`config.mk`:
```
export PLATFORM = sky130hd
export DESIGN_NAME = td4_mem_dump_flat
export DESIGN_NICKNAME = d
export VERILOG_FILES = /design/src/rtl/td4_pkg.sv /design/src/rtl/td4_mem_dump_if.sv /design/src/rtl/td4_uart_tx.sv /design/src/rtl/td4_mem_dump.sv /design/src/flat_wrapper.sv
export SDC_FILE = /design/constraint.sdc
export NUM_CORES = 1
export LEC_CHECK = 0
export BUFFER_PORTS_ARGS = -buffer_cell sky130_fd_sc_hd__buf_2
export CORE_MARGIN = 2
export CORE_UTILIZATION = 58
export CTS_CLUSTER_DIAMETER = 60
export DETAILED_ROUTE_END_ITERATION = 7
export HOLD_SLACK_MARGIN = 0.02
export PLACE_DENSITY_LB_ADDON = 0.08
export SLEW_MARGIN = 30
export SYNTH_ARGS = -nofsm -noshare
export SYNTH_HDL_FRONTEND = slang
export SYNTH_SLANG_ARGS = --single-unit
export TNS_END_PERCENT = 1
```
`constraint.sdc`:
```
create_clock -name clk -period 2.4 [get_ports clk]
set_input_delay 0.12 -clock clk [delete_from_list [all_inputs] [get_ports clk]]
set_output_delay 0.12 -clock clk [all_outputs]
set_load 0.005 [all_outputs]
```
`src/rtl/td4_pkg.sv`:
```
// Shared constants, state/phase encodings and the word-packing helper for the
// TD4 program-memory dumper.
package td4_pkg;

  localparam int unsigned DATA_BITS = 8;
  localparam int unsigned NUM_WORDS = 16;
  localparam int unsigned ADDR_W    = 4;
  localparam logic [3:0]  LAST_ADDR = 4'(NUM_WORDS - 1);

  typedef logic [2:0] state_t;
  localparam state_t ST_IDLE      = 3'd0;
  localparam state_t ST_FETCH     = 3'd1;
  localparam state_t ST_LOAD      = 3'd2;
  localparam state_t ST_START_BIT = 3'd3;
  localparam state_t ST_DATA      = 3'd4;
  localparam state_t ST_STOP_BIT  = 3'd5;
  localparam state_t ST_FINISH    = 3'd6;

  typedef logic [1:0] phase_t;
  localparam phase_t PH_IDLE  = 2'd0;
  localparam phase_t PH_START = 2'd1;
  localparam phase_t PH_DATA  = 2'd2;
  localparam phase_t PH_STOP  = 2'd3;

  // Opcode occupies the upper nibble of the transmitted byte.
  function automatic logic [7:0] pack_word(input logic [3:0] opcode, input logic [3:0] immediate);
    return {opcode, immediate};
  endfunction

endpackage

```
`src/rtl/td4_mem_dump_if.sv`:
```
// Bus bundle between the dumper and its host: start request, program-memory
// read port, serial line and status.
interface td4_mem_dump_if;
  import td4_pkg::*;

  logic              start;
  logic              rd_en;
  logic [ADDR_W-1:0] rd_addr;
  logic [3:0]        rd_opcode;
  logic [3:0]        rd_immediate;
  logic              tx;
  logic              busy;
  logic              done;

  modport master (
    output start, rd_opcode, rd_immediate,
    input  rd_en, rd_addr, tx, busy, done
  );

  modport slave (
    input  start, rd_opcode, rd_immediate,
    output rd_en, rd_addr, tx, busy, done
  );

endinterface

```
`src/rtl/td4_uart_tx.sv`:
```
// 8N1 LSB-first serializer; accepts a byte on load_i while ready_o is high.
module td4_uart_tx
  import td4_pkg::*;
#(
  parameter int unsigned CLKS_PER_BIT = 16
) (
  input  logic       clk,
  input  logic       rst_n,
  input  logic       load_i,
  input  logic [7:0] data_i,
  output logic       ready_o,
  output logic       tick_o,
  output logic       last_bit_o,
  output logic       tx_o
);

  localparam logic [7:0] BAUD_LAST = 8'(CLKS_PER_BIT - 1);
  localparam logic [2:0] BIT_LAST  = 3'(DATA_BITS - 1);

  phase_t     phase_q, phase_d;
  logic [7:0] baud_q, baud_d;
  logic [2:0] bit_q, bit_d;
  logic [7:0] shift_q, shift_d;
  logic       tx_q, tx_d;
  logic       tick_s;

  assign tick_s     = (phase_q != PH_IDLE) && (baud_q == BAUD_LAST);
  assign ready_o    = (phase_q == PH_IDLE);
  assign tick_o     = tick_s;
  assign last_bit_o = (bit_q == BIT_LAST);
  assign tx_o       = tx_q;

  // Phase sequencing; tx_d is the line level for the next cycle.
  always_comb begin
    phase_d = phase_q;
    baud_d  = baud_q + 8'd1;
    bit_d   = bit_q;
    shift_d = shift_q;
    tx_d    = tx_q;
    case (phase_q)
      PH_IDLE: begin
        baud_d = 8'd0;
        if (load_i) begin
          phase_d = PH_START;
          shift_d = data_i;
          tx_d    = 1'b0;
        end else begin
          tx_d = 1'b1;
        end
      end
      PH_START: begin
        if (tick_s) begin
          phase_d = PH_DATA;
          baud_d  = 8'd0;
          bit_d   = 3'd0;
          tx_d    = shift_q[0];
        end else begin
          tx_d = 1'b0;
        end
      end
      PH_DATA: begin
        if (tick_s) begin
          baud_d = 8'd0;
          if (bit_q == BIT_LAST) begin
            phase_d = PH_STOP;
            tx_d    = 1'b1;
          end else begin
            bit_d   = bit_q + 3'd1;
            shift_d = {1'b0, shift_q[7:1]};
            tx_d    = shift_q[1];
          end
        end else begin
          tx_d = tx_q;
        end
      end
      PH_STOP: begin
        tx_d = 1'b1;
        if (tick_s) begin
          phase_d = PH_IDLE;
          baud_d  = 8'd0;
        end else begin
          phase_d = PH_STOP;
        end
      end
      default: begin
        phase_d = PH_IDLE;
        baud_d  = 8'd0;
        tx_d    = 1'b1;
      end
    endcase
  end

  // Serializer state; reset drives the line idle-high immediately.
  always_ff @(posedge clk or negedge rst_n) begin
    if (!rst_n) begin
      phase_q <= PH_IDLE;
      baud_q  <= 8'd0;
      bit_q   <= 3'd0;
      shift_q <= 8'd0;
      tx_q    <= 1'b1;
    end else begin
      phase_q <= phase_d;
      baud_q  <= baud_d;
      bit_q   <= bit_d;
      shift_q <= shift_d;
      tx_q    <= tx_d;
    end
  end

endmodule

```
`src/rtl/td4_mem_dump.sv`:
```
// Dumps all 16 TD4 program words over a UART, ascending from address 0,
// with registered read-strobe and status outputs.
module td4_mem_dump
  import td4_pkg::*;
#(
  parameter int unsigned CLKS_PER_BIT = 16
) (
  input  logic          clk,
  input  logic          rst_n,
  td4_mem_dump_if.slave bus
);

  state_t     state_q, state_d;
  logic [3:0] addr_q, addr_d;
  logic [3:0] rd_addr_q, rd_addr_d;
  logic       rd_en_q, busy_q, done_q;
  logic       load_s, ready_s, tick_s, last_bit_s, tx_s;
  logic [7:0] word_s;

  assign word_s = pack_word(bus.rd_opcode, bus.rd_immediate);
  assign load_s = (state_q == ST_LOAD) && ready_s;

  td4_uart_tx #(
    .CLKS_PER_BIT (CLKS_PER_BIT)
  ) u_tx (
    .clk        (clk),
    .rst_n      (rst_n),
    .load_i     (load_s),
    .data_i     (word_s),
    .ready_o    (ready_s),
    .tick_o     (tick_s),
    .last_bit_o (last_bit_s),
    .tx_o       (tx_s)
  );

  // Dump sequencing. A start held through FINISH re-enters FETCH directly so
  // back-to-back dumps lose only the single FINISH cycle.
  always_comb begin
    state_d = state_q;
    addr_d  = addr_q;
    case (state_q)
      ST_IDLE: begin
        if (bus.start) begin
          state_d = ST_FETCH;
          addr_d  = 4'd0;
        end else begin
          state_d = ST_IDLE;
        end
      end
      ST_FETCH: state_d = ST_LOAD;
      ST_LOAD: begin
        if (ready_s) state_d = ST_START_BIT;
        else         state_d = ST_LOAD;
      end
      ST_START_BIT: begin
        if (tick_s) state_d = ST_DATA;
        else        state_d = ST_START_BIT;
      end
      ST_DATA: begin
        if (tick_s && last_bit_s) state_d = ST_STOP_BIT;
        else                      state_d = ST_DATA;
      end
      ST_STOP_BIT: begin
        if (!tick_s) begin
          state_d = ST_STOP_BIT;
        end else if (addr_q == LAST_ADDR) begin
          state_d = ST_FINISH;
        end else begin
          state_d = ST_FETCH;
          addr_d  = addr_q + 4'd1;
        end
      end
      ST_FINISH: begin
        if (bus.start) begin
          state_d = ST_FETCH;
          addr_d  = 4'd0;
        end else begin
          state_d = ST_IDLE;
        end
      end
      default: begin
        state_d = ST_IDLE;
        addr_d  = 4'd0;
      end
    endcase
  end

  assign rd_addr_d = (state_d == ST_FETCH) ? addr_d : rd_addr_q;

  // Outputs are decoded from the next state so they line up with the state.
  always_ff @(posedge clk or negedge rst_n) begin
    if (!rst_n) begin
      state_q   <= ST_IDLE;
      addr_q    <= 4'd0;
      rd_addr_q <= 4'd0;
      rd_en_q   <= 1'b0;
      busy_q    <= 1'b0;
      done_q    <= 1'b0;
    end else begin
      state_q   <= state_d;
      addr_q    <= addr_d;
      rd_addr_q <= rd_addr_d;
      rd_en_q   <= (state_d == ST_FETCH);
      busy_q    <= (state_d != ST_IDLE);
      done_q    <= (state_d == ST_FINISH);
    end
  end

  assign bus.rd_en   = rd_en_q;
  assign bus.rd_addr = rd_addr_q;
  assign bus.busy    = busy_q;
  assign bus.done    = done_q;
  assign bus.tx      = tx_s;

endmodule

```
`src/flat_wrapper.sv`:
```
// flat-port wrapper written by rule: the top's interface ports become plain ports
module td4_mem_dump_flat import td4_pkg::*;
#(
  parameter int unsigned CLKS_PER_BIT = 16
)
  (clk, rst_n, bus_start, bus_rd_opcode, bus_rd_immediate, bus_rd_en, bus_rd_addr, bus_tx, bus_busy, bus_done);
  td4_mem_dump_if bus_i ();
  input  logic clk;
  input  logic rst_n;
  input wire logic [$bits(bus_i.start)-1:0] bus_start;
  input wire logic [$bits(bus_i.rd_opcode)-1:0] bus_rd_opcode;
  input wire logic [$bits(bus_i.rd_immediate)-1:0] bus_rd_immediate;
  output wire logic [$bits(bus_i.rd_en)-1:0] bus_rd_en;
  output wire logic [$bits(bus_i.rd_addr)-1:0] bus_rd_addr;
  output wire logic [$bits(bus_i.tx)-1:0] bus_tx;
  output wire logic [$bits(bus_i.busy)-1:0] bus_busy;
  output wire logic [$bits(bus_i.done)-1:0] bus_done;
  assign bus_i.start = bus_start;
  assign bus_i.rd_opcode = bus_rd_opcode;
  assign bus_i.rd_immediate = bus_rd_immediate;
  assign bus_rd_en = bus_i.rd_en;
  assign bus_rd_addr = bus_i.rd_addr;
  assign bus_tx = bus_i.tx;
  assign bus_busy = bus_i.busy;
  assign bus_done = bus_i.done;
  td4_mem_dump #(.CLKS_PER_BIT(CLKS_PER_BIT)) u_core (.clk(clk), .rst_n(rst_n), .bus(bus_i));
endmodule
```
---- Word-level counts from Yosys, hierarchy flattened ----
Index checks and enable logic that the tools add are counted.
operators by class
  add/sub/neg operators ................... 3
  equality and inequality tests ........... 19
  muxes and demuxes ....................... 32
  reduce and logical (&&, ||, !) cells .... 15
operators with widths
  operator                                                         count
  8-bit two-way mux                                                4
  8-bit case mux with 2 select lines                               2
  3-bit two-way mux                                                6
  3-bit case mux with 6 select lines                               1
  3-bit == test, second input constant                             5
  4-bit two-way mux                                                3
  4-bit case mux with 3 select lines                               1
  4-bit AND reduction                                              3
  2-bit two-way mux                                                5
  8-bit by 1-bit adder with 8-bit output, second input constant    1
  8-bit by 4-bit == test with 1-bit output, second input constant  1
  2-bit by 1-bit != test with 1-bit output, second input constant  4
  2-bit case mux with 4 select lines                               1
  1-bit two-way mux                                                7
  3-bit by 1-bit == test with 1-bit output, second input constant  2
  3-bit by 2-bit == test with 1-bit output, second input constant  2
  3-bit case mux with 2 select lines                               1
  2-bit nonzero test                                               3
  4-bit by 1-bit adder with 4-bit output, second input constant    1
  2-bit == test, second input constant                             2
  4-bit == test, second input constant                             1
  1-bit case mux with 4 select lines                               1
  4-bit OR reduction                                               1
  3-bit by 1-bit adder with 3-bit output, second input constant    1
  other kinds (8)                                                  10
word-level totals
  bits in registers ....................... 36
  input bits .............................. 11
  output and inout port bits .............. 8

---- Depth between registers and ports, before layout ----
  depth in word-level cells ............... 6
  gate-level depth with buffers ........... 6
  mapped depth without buffers ............ 6

---- Cells and area by module ----
From an unflattened synthesis, not the netlist that was laid out.
second synthesis, totals
  cells, all modules ...................... 180
  area, all modules ....................... 1888.1 sq um
by module, submodules not included
  module        instances  cells each  area each (sq um)  sequential area each (sq um)
  td4_uart_tx   1          110         1134.8             551.8
  td4_mem_dump  1          70          753.2              350.3

---- Least setup slack after synthesis ----
OpenSTA, ideal clock, no wires.
  path type ............................... reg-to-reg
  start point ............................. reg u_core.u_tx.baud_q[4]
  end point ............................... reg u_core.rd_addr_q[3] (netlist: u_core.bus.rd_addr[3])
  library setup time ...................... 134 ps
  data arrival time ....................... 1763 ps
  required time ........................... 2266 ps
  slack ................................... 503 ps
  stages on the path, launching flop included .. 5
  path buffers ............................ 0
  clock period less this slack ............ 1897 ps
  cells stage by stage .................... dfrtp_1 > or4_4 > or4_1 > a32oi_1 > a31oi_1
between the ends
  longest elaborated chain between the ends .. 6
  elaborated cells between the ends (all ways) .. 10
  those cells by class .................... eq/ne (2); mux (6); reduce/logical (2)
ends and longest elaborated chain
  what                                        line                 source
  start: declaration                          td4_uart_tx.sv:21    logic [7:0] baud_q, baud_d;
  start signal: assignment                    td4_uart_tx.sv:103   baud_q <= baud_d;
  8-bit by 4-bit == test with 1-bit output *  td4_uart_tx.sv:27    assign tick_s = (phase_q != PH_IDLE) && (baud_q == BAUD_LAST);
  1-bit logical AND *                         td4_uart_tx.sv:27
  1-bit logical AND                           td4_mem_dump.sv:60   if (tick_s && last_bit_s) state_d = ST_STOP_BIT;
  1-bit two-way mux                           td4_mem_dump.sv:60
  3-bit case mux with 6 select lines          td4_mem_dump.sv:41   case (state_q)
  3-bit by 1-bit == test with 1-bit output    td4_mem_dump.sv:88   assign rd_addr_d = (state_d == ST_FETCH) ? addr_d : rd_addr_q;
  end signal: assignment                      td4_mem_dump.sv:102  rd_addr_q <= rd_addr_d;
  end: declaration                            td4_mem_dump.sv:15   logic [3:0] rd_addr_q, rd_addr_d;
Every way passes the cells marked *; elsewhere a longest branch is shown, timed or not.
A chain may end at the register's enable or synchronous reset.

---- Worst setup path after layout ----
  start point ............................. reg u_core.u_tx.baud_q[4]
  end point ............................... reg u_core.u_tx.shift_q[6]
between the ends
  longest elaborated chain between the ends .. 4
ends and longest elaborated chain
  what                                                line                source
  8-bit by 4-bit == test with 1-bit output            td4_uart_tx.sv:27
  1-bit logical AND                                   td4_uart_tx.sv:27
  2-bit by 1-bit != test with 1-bit output (no line)  n/a
  4-bit AND reduction (no line)                       n/a
  end signal: assignment                              td4_uart_tx.sv:105  shift_q <= shift_d;
  end: declaration                                    td4_uart_tx.sv:23   logic [7:0] shift_q, shift_d;
Every way passes these cells.

==> impl_metrics.json <==
{
  "holdWs_ns": 0.110,
  "required_ns": 2.62,
  "synth_top_family_by_area": "simple AND/OR/NAND/NOR gates",
  "yosys.cell_types.count": 45,
  "cp-start-kind": "flip-flop",
  "dpl_cell_area_um2": 2050,
  "grt_usage_pct": 23.8,
  "final_hold_viol_count": 0,
  "cts_buffers": 5,
  "drive_above_1_share_pct": 23.1,
  "rsz0062_at_grt": "no",
  "yosys.area_share.simple_pct": 18.8,
  "clock_skew_ns": 0.00359,
  "ys_ff_latch": 36,
  "internal_power_mw": 0.739,
  "setup_tns_ns": 0,
  "synth-xor-area-share_pct": 2.74,
  "clkTransAtPathRegs_ns": 0.10,
  "io_buffers": 18,
  "clockRootBuffer": "clkbuf_4",
  "powerDensity_nw_per_um2": 448,
  "gp_congestion": 0.827,
  "fmax_ghz": 0.486,
  "multiInputGateArea_um2": 953,
  "final_cells": 252,
  "p_seq_share_pct": 65.1,
  "hp-class": "in -> reg",
  "comb_power_share_pct": 4.0,
  "post-route-period-util_pct": 85.7,
  "async_reset_ff_share_pct": 100,
  "vias": 1471,
  "synth_flop_cell": "dfrtp_1",
  "synth.area.top_cells": "dfrtp_1, mux2_2, nor2_1, o2bb2ai_1, ha_1",
  "worstSetupEndpointType": "flip-flop",
  "synth_nets": 202,
  "design_area_um2": 2120,
  "p_sw_share_pct": 22.0,
  "drt_iter0_drc": 114,
  "clock_sinks": 36,
  "arrival_ns": 2.28,
  "htreeDepth": 2,
  "min_period_ns": 2.06,
  "die_w_um": 61.5,
  "ir_drop_mv": 0.318,
  "die_area_um2": 3790,
  "start_util_pct": 61.9,
  "power_switching_mw": 0.209,
  "p_leak_nw": 0.971,
  "core_um2": 3100,
  "cts_tree": "yes",
  "seqCellArea_um2": 902,
  "max_slew_margin_pct": 48.3,
  "ys_warn_count": 0,
  "outcome": "finished, final reports clean",
  "routedWlPerCell_um": 14.7,
  "firstDrtPassIters": 4,
  "synth_edf_count": 0,
  "synth.largest_area_cell": "dfrtp_1",
  "netlist_instances": 187,
  "area_delta_synth_final_pct": 10.2,
  "antenna_left": 0,
  "ys_seq_area_share_pct": 47.0,
  "grt_pass1_wl_mm": 6.61,
  "finalSetupViolCount": 0,
  "rows": 20,
  "clock_path_buffers": 2,
  "final_nets": 223,
  "crit_type": "reg -> reg",
  "drc": 0,
  "gr-total-overflow": 0,
  "synth_top_area_share_pct": 45.6,
  "worstMarginPinSlew_ns": 0.776,
  "path_max_fanout": 8,
  "p_clk_share_pct": 30.9,
  "synth_adder_area_share_pct": 2.61,
  "ios": 19,
  "syn-cell-area_um2": 1920,
  "antenna_found_initial": 0,
  "finalPower_mw": 0.948,
  "routed_wirelength_mm": 3.70,
  "insertion_delay_ns": 0.33,
  "grt_max_degree": 37,
  "synth_common_cells": "dfrtp_1, nor2_1, mux2_2",
  "synth.avg_cell_area_um2": 10.3,
  "placedCellCount": 243,
  "worst-r2r-setup-slack_ns": 0.34,
  "n_fill_cell": 273,
  "vias_per_cell": 5.84,
  "synthMuxAreaShare_pct": 9.26,
  "hpwl_mm": 2.69,
  "final_max_slew_viol_count": 0,
  "cts-resized-gates": 0,
  "yosysMostFrequentCell": "dfrtp_1",
  "synth_compound_area_share_pct": 16.2,
  "die_h_um": 61.5,
  "cap_violations": 0,
  "antenna_cells_inserted": 0,
  "grt_pass1_vias": 1434
}
-- state kept, by name (all words and copies together) (netlist names), 2 cells and up --
register,cells
u_core.u_tx.bit_q,3
u_core.u_tx.shift_q,8
u_core.u_tx.baud_q,8
u_core.u_tx.phase_q,2
u_core.addr_q,4
u_core.state_q,3
u_core.bus.rd_addr,4
-- repair_timing --
action	4_1_cts	5_1_grt
setup buffers	0	0
hold buffers	2	0
endpoints found under the setup margin	0	0
hold endpoints to repair	36	0
-- kinds of logic (layout without fill, tap and decap cells) --
logic type / Yosys count / in the layout
compound gates: 44 / 44
xor+xnor: 6 / 6
fa+ha+maj: 4 / 4
flops: 36 / 36
buf+inv: 16 / 37
simple gates: 65 / 65
mux: 16 / 16
-- final cells by class --
type / instances / area share, %
well taps: 44 / 2.60
inverters: 7 / 1.24
clock buffers: 6 / 1.95
flip-flops and latches: 36 / 42.6
repair buffers: 23 / 6.27
clock inverters: 1 / 0.237
multi-input cells: 135 / 45.1
-- power groups by stage --
stage / clock network [mW] / logic [mW] / registers (mW)
global route: 0.326 / 0.0440 / 0.618
global placement: 0 / 0.0342 / 0.629
finish: 0.293 / 0.0377 / 0.617
detailed placement: 0 / 0.0361 / 0.629
CTS: 0.308 / 0.0387 / 0.617
floorplan: 0 / 0.0130 / 0.628
-- per-stage QoR --
step | utilization, % | worst slack (ns)
after floorplan | - | 0.503
after CTS | 68.2 | 0.335
after detailed placement | 66.0 | 0.350
after global placement | 66.0 | 0.397
final | 68.2 | 0.343
after global routing | 68.2 | 0.155
-- cell usage in the layout, fill, tap and decap left out, types with 5 or more instances in the layout --
cell	count
inv_1	7
a21oi_1	9
nor2_1	18
buf_2	18
nand2_1	12
nand3_1	7
mux2_2	14
dfrtp_1	35
clkbuf_4	5
o2bb2ai_1	6
-- layer usage --
metal | global-route usage [%] | wire length (um)
met5 | 0 | 0
met1 | 31.3 | 1680
met2 | 38.9 | 1820
met4 | 7.29 | 31
met3 | 5.67 | 165
-- worst max-delay path, cell delays in order, from the launching register on --
cell     delay [ns]
dfrtp_1        0.44
or4_4          0.60
nor3_2         0.32
o22ai_2        0.26
mux2_2         0.33
-- worst paths after layout --
check,start,end,cells past startpoint
hold reg to reg,u_core.u_tx.baud_q[0],u_core.u_tx.baud_q[0],1
hold / removal,bus_start,u_core.bus.busy,3
max in group asynchronous,rst_n,u_core.u_tx.shift_q[0],2
setup reg to reg,u_core.u_tx.baud_q[4],u_core.u_tx.shift_q[6],4
min in group asynchronous,rst_n,u_core.u_tx.baud_q[3],2
setup / recovery,u_core.u_tx.baud_q[4],u_core.u_tx.shift_q[6],4
Power figures use the tool's default switching activity.
